===== config.mk =====
export PLATFORM = sky130hd
export DESIGN_NAME = snn_output_classifier
export DESIGN_NICKNAME = d
export VERILOG_FILES = /design/src/rtl/snn_output_classifier.sv
export SDC_FILE = /design/constraint.sdc
export NUM_CORES = 1
export LEC_CHECK = 0
export ABC_CLOCK_PERIOD_IN_PS = 8700
export CAP_MARGIN = 10
export CORE_ASPECT_RATIO = 0.75
export CORE_MARGIN = 3
export CORE_UTILIZATION = 50
export DETAILED_ROUTE_END_ITERATION = 16
export GPL_ROUTABILITY_DRIVEN = 0
export PLACE_DENSITY = 0.74
export SLEW_MARGIN = 40
export SYNTH_ARGS = -nofsm -noshare
export SYNTH_HDL_FRONTEND = slang
export SYNTH_SLANG_ARGS = --single-unit
export TNS_END_PERCENT = 100

===== constraint.sdc =====
create_clock -name S_AXI_ACLK -period 8.7 [get_ports S_AXI_ACLK]
set_input_delay 1.74 -clock S_AXI_ACLK [delete_from_list [all_inputs] [get_ports S_AXI_ACLK]]
set_output_delay 1.74 -clock S_AXI_ACLK [all_outputs]
set_load 0.01 [all_outputs]

===== src/rtl/snn_output_classifier.sv =====
// Scans the output-neuron spike-count RAM once per start pulse and reports the
// winning neuron (lowest index on ties), its count, a saturating total, and tie/no-spike flags.
module snn_output_classifier #(
   parameter int NUM_OUTPUTS            = 4,
   parameter int OUTPUT_SPIKE_ADDR_BITS = 4,
   parameter int COUNT_WIDTH            = 32
) (
   input  logic                              S_AXI_ACLK,
   input  logic                              S_AXI_ARESETN,
   input  logic                              start,
   output logic [OUTPUT_SPIKE_ADDR_BITS-1:0] mem_addr,
   output logic                              mem_rd_active,
   input  logic [COUNT_WIDTH-1:0]            mem_data,
   output logic                              busy,
   output logic                              result_valid,
   input  logic                              result_ready,
   output logic [OUTPUT_SPIKE_ADDR_BITS-1:0] winner_idx,
   output logic [COUNT_WIDTH-1:0]            winner_count,
   output logic [COUNT_WIDTH-1:0]            total_count,
   output logic                              tie,
   output logic                              no_spikes
);

   // Handshake: a result transfers on any rising edge where result_valid && result_ready;
   // result_valid never drops and the result fields never change until that transfer.

   localparam int AW = OUTPUT_SPIKE_ADDR_BITS;
   localparam int CW = COUNT_WIDTH;
   localparam logic [AW-1:0] LAST_ADDR = AW'(NUM_OUTPUTS - 1);

   typedef enum logic [1:0] {IDLE, SCAN, DRAIN, RESULT} state_e;

   state_e          state_q, state_d;
   logic [AW-1:0]   addr_q;
   logic            rd_vld_q;
   logic [AW-1:0]   rd_idx_q;
   logic [CW-1:0]   max_q, max_d;
   logic [AW-1:0]   idx_q, idx_d;
   logic            tie_q, tie_d;
   logic [CW-1:0]   total_q, total_d;
   logic [CW:0]     sum_w;
   logic            accept_start;
   logic            load_result;
   logic            handshake;

   logic            result_valid_q;
   logic [AW-1:0]   winner_idx_q;
   logic [CW-1:0]   winner_count_q;
   logic [CW-1:0]   total_count_q;
   logic            tie_out_q;
   logic            no_spikes_q;

   assign accept_start = (state_q == IDLE) && start;
   assign load_result  = (state_q == RESULT) && !result_valid_q;
   assign handshake    = (state_q == RESULT) && result_valid_q && result_ready;

   // State register
   always_ff @(posedge S_AXI_ACLK) begin
      if (!S_AXI_ARESETN) state_q <= IDLE;
      else                state_q <= state_d;
   end

   // Next-state logic
   always_comb begin
      state_d = state_q;
      case (state_q)
         IDLE:    if (start) state_d = SCAN;
         SCAN:    if (addr_q == LAST_ADDR) state_d = DRAIN;
         DRAIN:   state_d = RESULT;
         RESULT:  if (handshake) state_d = IDLE;
         default: state_d = IDLE;
      endcase
   end

   // Output logic
   always_comb begin
      mem_rd_active = (state_q == SCAN) || (state_q == DRAIN);
      mem_addr      = (state_q == SCAN) ? addr_q : '0;
      busy          = (state_q != IDLE);
      result_valid  = result_valid_q;
      winner_idx    = winner_idx_q;
      winner_count  = winner_count_q;
      total_count   = total_count_q;
      tie           = tie_out_q;
      no_spikes     = no_spikes_q;
   end

   // Compare/accumulate the datum returned for the address presented last cycle.
   always_comb begin
      max_d   = max_q;
      idx_d   = idx_q;
      tie_d   = tie_q;
      sum_w   = {1'b0, total_q} + {1'b0, mem_data};
      total_d = sum_w[CW] ? '1 : sum_w[CW-1:0];
      if (rd_idx_q == '0) begin
         max_d = mem_data;
         idx_d = '0;
         tie_d = 1'b0;
      end else if (mem_data > max_q) begin
         max_d = mem_data;
         idx_d = rd_idx_q;
         tie_d = 1'b0;
      end else if (mem_data == max_q) begin
         tie_d = 1'b1;
      end
   end

   always_ff @(posedge S_AXI_ACLK) begin
      if (!S_AXI_ARESETN) begin
         addr_q   <= '0;
         rd_vld_q <= 1'b0;
         rd_idx_q <= '0;
         max_q    <= '0;
         idx_q    <= '0;
         tie_q    <= 1'b0;
         total_q  <= '0;
      end else begin
         rd_vld_q <= (state_q == SCAN);
         rd_idx_q <= addr_q;
         if (accept_start) begin
            addr_q  <= '0;
            max_q   <= '0;
            idx_q   <= '0;
            tie_q   <= 1'b0;
            total_q <= '0;
         end else begin
            if (state_q == SCAN && addr_q != LAST_ADDR) addr_q <= addr_q + AW'(1);
            if (rd_vld_q) begin
               max_q   <= max_d;
               idx_q   <= idx_d;
               tie_q   <= tie_d;
               total_q <= total_d;
            end
         end
      end
   end

   // Result registers capture the finished accumulators once, then hold until the next capture.
   always_ff @(posedge S_AXI_ACLK) begin
      if (!S_AXI_ARESETN) begin
         result_valid_q <= 1'b0;
         winner_idx_q   <= '0;
         winner_count_q <= '0;
         total_count_q  <= '0;
         tie_out_q      <= 1'b0;
         no_spikes_q    <= 1'b0;
      end else if (load_result) begin
         result_valid_q <= 1'b1;
         no_spikes_q    <= (max_q == '0);
         tie_out_q      <= tie_q && (max_q != '0);
         winner_idx_q   <= (max_q == '0) ? '0 : idx_q;
         winner_count_q <= max_q;
         total_count_q  <= total_q;
      end else if (handshake) begin
         result_valid_q <= 1'b0;
      end
   end

endmodule

## Word level (Yosys, flattened, before mapping)

Cells that the tools add are included.

| word-level totals | value |
|---|---|
| bits in registers | 151 |
| bits of input ports | 36 |
| output and inout port bits | 77 |

| operators by class | value |
|---|---|
| add/sub/neg operators | 2 |
| order comparisons | 1 |
| equality and inequality tests | 9 |
| muxes and demuxes | 16 |
| bitwise operators | 1 |
| reductions and logical operators | 20 |

Operators by type and width:

| operator | count |
|---|---|
| $mux 32 | 3 |
| $add 32x32->33 | 1 |
| $eq 32x32->1 | 1 |
| $gt 32x32->1 | 1 |
| $logic_not 32->1 | 1 |
| $reduce_bool 32->1 | 1 |
| $mux 4 | 4 |
| $pmux 2 s4 | 1 |
| $logic_and 1x1->1 | 6 |
| $mux 2 | 3 |
| $ne 2x2->1 const B | 3 |
| $reduce_bool 2->1 | 3 |
| $mux 1 | 5 |
| $add 4x1->4 const B | 1 |
| $eq 2x2->1 const B | 2 |
| $eq 4x2->1 const B | 1 |
| $logic_not 4->1 | 1 |
| $ne 4x2->1 const B | 1 |
| $reduce_and 2->1 | 2 |
| $reduce_and 3->1 | 1 |
| $reduce_bool 3->1 | 1 |
| $eq 2x1->1 const B | 1 |
| $logic_not 2->1 | 1 |
| $reduce_or 2->1 | 1 |
| other kinds (3) | 3 |

## Depth between registers and ports, before layout

| logic depth | value |
|---|---|
| depth in word-level cells | 5 |
| depth in mapped cells | 12 |

## Worst setup path after synthesis

No wires, ideal clock.

| timing | value |
|---|---|
| kind | input-to-reg |
| start | input mem_data[0] |
| end | register total_q[11] |
| library setup time | 122 ps |
| data arrival time | 3887 ps |
| path slack | 4691 ps |
| stages | 11 |
| path buffers | 1 |
| path through | ha_1 fa_1 a211oi_1 o21ai_2 o2111ai_2 o311ai_4 o21ai_2 o21ai_2 a31oi_4 buf_6 a21oi_2 |

| on the way | value |
|---|---|
| longest elaborated chain between the ends | 2 |

Ends and longest elaborated chain:

| item | line | RTL |
|---|---|---|
| from (decl) | 13 | `input logic [COUNT_WIDTH-1:0] mem_data,` |
| $add 32x32->33 | 93 | `sum_w = {1'b0, total_q} + {1'b0, mem_data};` |
| $mux 32 | 94 | `total_d = sum_w[CW] ? '1 : sum_w[CW-1:0];` |
| to (signal assigned) | 132 | `total_q <= total_d;` |
| to (decl) | 40 | `logic [CW-1:0] total_q, total_d;` |

No other way between the ends.
A chain may end at the register's enable or synchronous reset.

## Worst setup path after layout

| timing | value |
|---|---|
| start | input mem_data[0] |
| end | register total_q[10] |

Same word-level chain as after synthesis.

==> results_dict.tcl <==
set metrics [dict create \
    run_status "finished clean" \
    cap_violations 0 \
    antenna_found_initial 0 \
    netlist_instances 976 \
    muxShareOfSynthArea_pct 0.248 \
    grt.busiest_layer "met1" \
    use_met1_pct 36.2 \
    ys_seq_elements 151 \
    drc 0 \
    final_common_cell "nand2_1" \
    power_frac_clock_pct 35.0 \
    hp-start "winner_count[20]" \
    viasPerCell 5.68 \
    crit_path_max_fanout 12 \
    max-vdd-ir-drop_v 0.000154 \
    synth_xor_area_share_pct 3.48 \
    chipHeight_um 116 \
    die_x_um 153 \
    p_sw_w 0.000731 \
    finalInstanceArea_mm2 0.00992 \
    area_delta_synth_final_pct 23.1 \
    hold_class "reg -> reg" \
    first_pass_iters 5 \
    worstPathArrival_ns 4.96 \
    use_met3_pct 5.64 \
    place_area_mm2 0.00931 \
    synth_compound_area_share_pct 25.7 \
    initial_core_util_pct 51.9 \
    cts_tree "yes" \
    seqPwrFrac_pct 36.5 \
    n_antenna_cell 0 \
    max-slew-margin-rel_pct 52.2 \
    io_pins 113 \
    final_cell_mix "nand2_1 (159), dfxtp_1 (151), clkdlybuf4s50_1 (111)" \
    p_sw_share_pct 33.3 \
    comb_power_share_pct 28.5 \
    synthAdderAreaFrac_pct 11.1 \
    die_area_mm2 0.0177 \
    synth_area_mm2 0.00806 \
    grt_pass1_vias 6650 \
    cts-root-buf "clkbuf_16" \
    reg2reg_depth 12 \
    cts_resized 0 \
    htree_num_levels 4 \
    finalMaxSlewViolations 0 \
    worst_pin_slew_ns 0.717 \
    synthFlopType "dfxtp_1" \
    dp_cells 1249 \
    totalNegativeSetupSlack_ns 0 \
    cellLeakagePower_nw 3.62 \
    instances_no_fill 1280 \
    cp.required_ns 9.01 \
    ant_nets 0 \
    layout-drive-gt1-share_pct 6.88 \
    wl_mm 21.2 \
    worst_setup_path_end_kind "flop" \
    routedWlPerCell_um 16.6 \
    netlist_top_cells_area "dfxtp_1 (38%), ha_1 (11%), nand2_1 (7.4%)" \
    crit_type "in -> reg" \
    synth_nets 1083 \
    grtUsageMet2_pct 35.6 \
    syn_area_per_cell_um2 8.26 \
    synth-simple-area-share_pct 16.9 \
    holdWs_ns 0.461 \
    cp_common_cell "o21ai_2" \
    reg2reg_from "total_q[0]" \
    drtIter0Drc 757 \
    ys_seq_area_share_pct 37.5 \
    vias 7267 \
    regToRegSetupSlack_ns 5.50 \
    clock_sinks 151 \
    fin_crit_sh_pct 53.5 \
    cts_hold_buf 0 \
    grt_overflow 0 \
    timing.rr.end "total_q[10]" \
    synthDistinctLibCells 57 \
    synth_top_area_share_pct 37.5 \
    core_area_mm2 0.0155 \
    internal_power_w 0.00146 \
    dp_slack_ns 3.60 \
    clk_path_buf_depth 2 \
    min_to "winner_count[20]" \
    rsz0062_at_grt "false" \
    powerDensity_mw_per_mm2 221 \
    num_rows 39 \
    grt_max_degree 81 \
    critPathMaxStageDelay_ns 0.44 \
    clk_pin_slew_ns 0.06 \
    yosysWarnings 0 \
    post-route-worst-setup-slack_ns 4.05 \
    synth_top_family_by_area "compound AO/OA/AOI/OAI gates" \
    numPortBuffers 112 \
    cts_made_buffers 17 \
    fin_worst_skew_ns 0.00782 \
    track_usage_pct 24.3 \
    cp_top_family "compound AO/OA/AOI/OAI gates" \
    grt_pass1_wl_mm 35.0 \
    synth.largest_area_cell "dfxtp_1" \
    critPathBufInv 3 \
    start_kind "input pin" \
    cp_num_cells 13 \
    post_cts_buffers 0 \
    path_cells "clkdlybuf4s50_1 > ha_1 > fa_1 > a211oi_1 > o21ai_2 > o2111ai_2 > o311ai_4 > o21ai_2 > o21ai_2 > a31oi_4 > buf_6 > buf_8 > a21oi_1" \
    cp_slowest_cell "clkdlybuf4s50_1" \
    hpwlAfterDp_mm 14.9 \
    clk_latency_ns 0.43 \
    finalSetupViolCount 0 \
    layout_min_cycle_time_ns 4.65 \
    fmax_mhz 215 \
    hold_viol 0 \
    worstHoldPathCells 2 \
    nets 1170 \
    async_flop_share_pct 0 \
    synth-edff-count 0 \
]
[per-layer routing]
metal / wire length, um / share of wire [%]
met1: 10700 / 51
met3: 1520 / 7.2
met2: 8740 / 41
met5: 0 / 0
met4: 213 / 1.0
[worst reg2reg max path: cells and delay by family (launching register included)]
kind | cells | cell delay [ns]
adders and majority gates | 2 | 0.63
DFF | 1 | 0.33
AOI/OAI and AO/OA | 8 | 1.72
buffers and inverters | 2 | 0.40
[cell type report]
class / instances / area [um2]
Clock buffer: 20 / 467
Fill cell: 1336 / 5600
Clock inverter: 11 / 146
Inverter: 43 / 161
Sequential cell: 151 / 3020
Multi-Input combinational cell: 728 / 4650
Timing Repair Buffer: 122 / 1210
Tap cell: 205 / 256
[cells in the mapped netlist, types with 2 or more instances]
| cell | n |
|---|---|
| o211ai_1 | 2 |
| and2_1 | 11 |
| nor4_2 | 2 |
| buf_2 | 9 |
| inv_1 | 43 |
| o211a_1 | 3 |
| nand4_1 | 16 |
| nand3_1 | 44 |
| a211oi_1 | 2 |
| o21ai_2 | 3 |
| dfxtp_1 | 151 |
| xnor2_1 | 18 |
| a21o_1 | 21 |
| nor4_1 | 9 |
| nand2b_1 | 3 |
| a21oi_2 | 13 |
| o21bai_1 | 2 |
| o21a_1 | 7 |
| nand2_1 | 159 |
| o21ai_0 | 82 |
| a21oi_1 | 92 |
| mux2i_1 | 2 |
| and3_1 | 4 |
| a21boi_0 | 64 |
| a221o_1 | 2 |
| buf_6 | 4 |
| xor2_1 | 14 |
| nor3_1 | 3 |
| nor2b_1 | 12 |
| clkbuf_1 | 36 |
| nor2_1 | 32 |
| a31o_2 | 3 |
| o31a_1 | 2 |
| o21ai_1 | 3 |
| a31oi_1 | 4 |
| buf_1 | 5 |
| a22oi_1 | 5 |
| ha_1 | 70 |
[flip-flops by register name, summed over array words and instances, names as in the netlist, 2 cells and up]
signal and count:
addr_q 4, idx_q 4, max_q 32, rd_idx_q 4, state_q 2, total_count 32, total_q 32, winner_count 32
winner_idx 4
[how the worst max path moves through the flow]
stage,start,to,slack (ns)
finish,mem_data[0],total_q[10],4.05
global route,mem_data[0],total_q[8],3.83
floorplan,mem_data[0],total_q[11],4.69
global placement,mem_data[0],total_q[0],3.50
detailed placement,mem_data[0],total_q[7],3.60
CTS,mem_data[0],total_q[10],4.04
[cells by family (layout without fill, tap and decap cells)]
group           count (synthesis)  after routing
flops                         151            151
compound gates                322            322
simple gates                  301            301
xor+xnor                       32             32
mux                             2              2
buf+inv                        97            196
fa+ha+maj                      71             71
[power groups by stage]
| stage | Combinational [W] | Clock, W | Sequential, W |
|---|---|---|---|
| after floorplan | 0.000457 | 0 | 0.000798 |
| after CTS | 0.000622 | 0.000777 | 0.000799 |
| after global routing | 0.000695 | 0.000812 | 0.000807 |
| after detailed placement | 0.000615 | 0 | 0.000813 |
| final | 0.000625 | 0.000768 | 0.000800 |
| after global placement | 0.000600 | 0 | 0.000813 |
[per-stage QoR]
step,utilization (%),power (W)
6_report,63.9,0.00219
5_1_grt,63.9,0.00232
4_1_cts,63.9,0.00220
3_5_place_dp,60.0,0.00143
3_3_place_gp,59.6,0.00141
2_1_floorplan,-,0.00125
No activity file was read; power rests on OpenSTA's default activity.
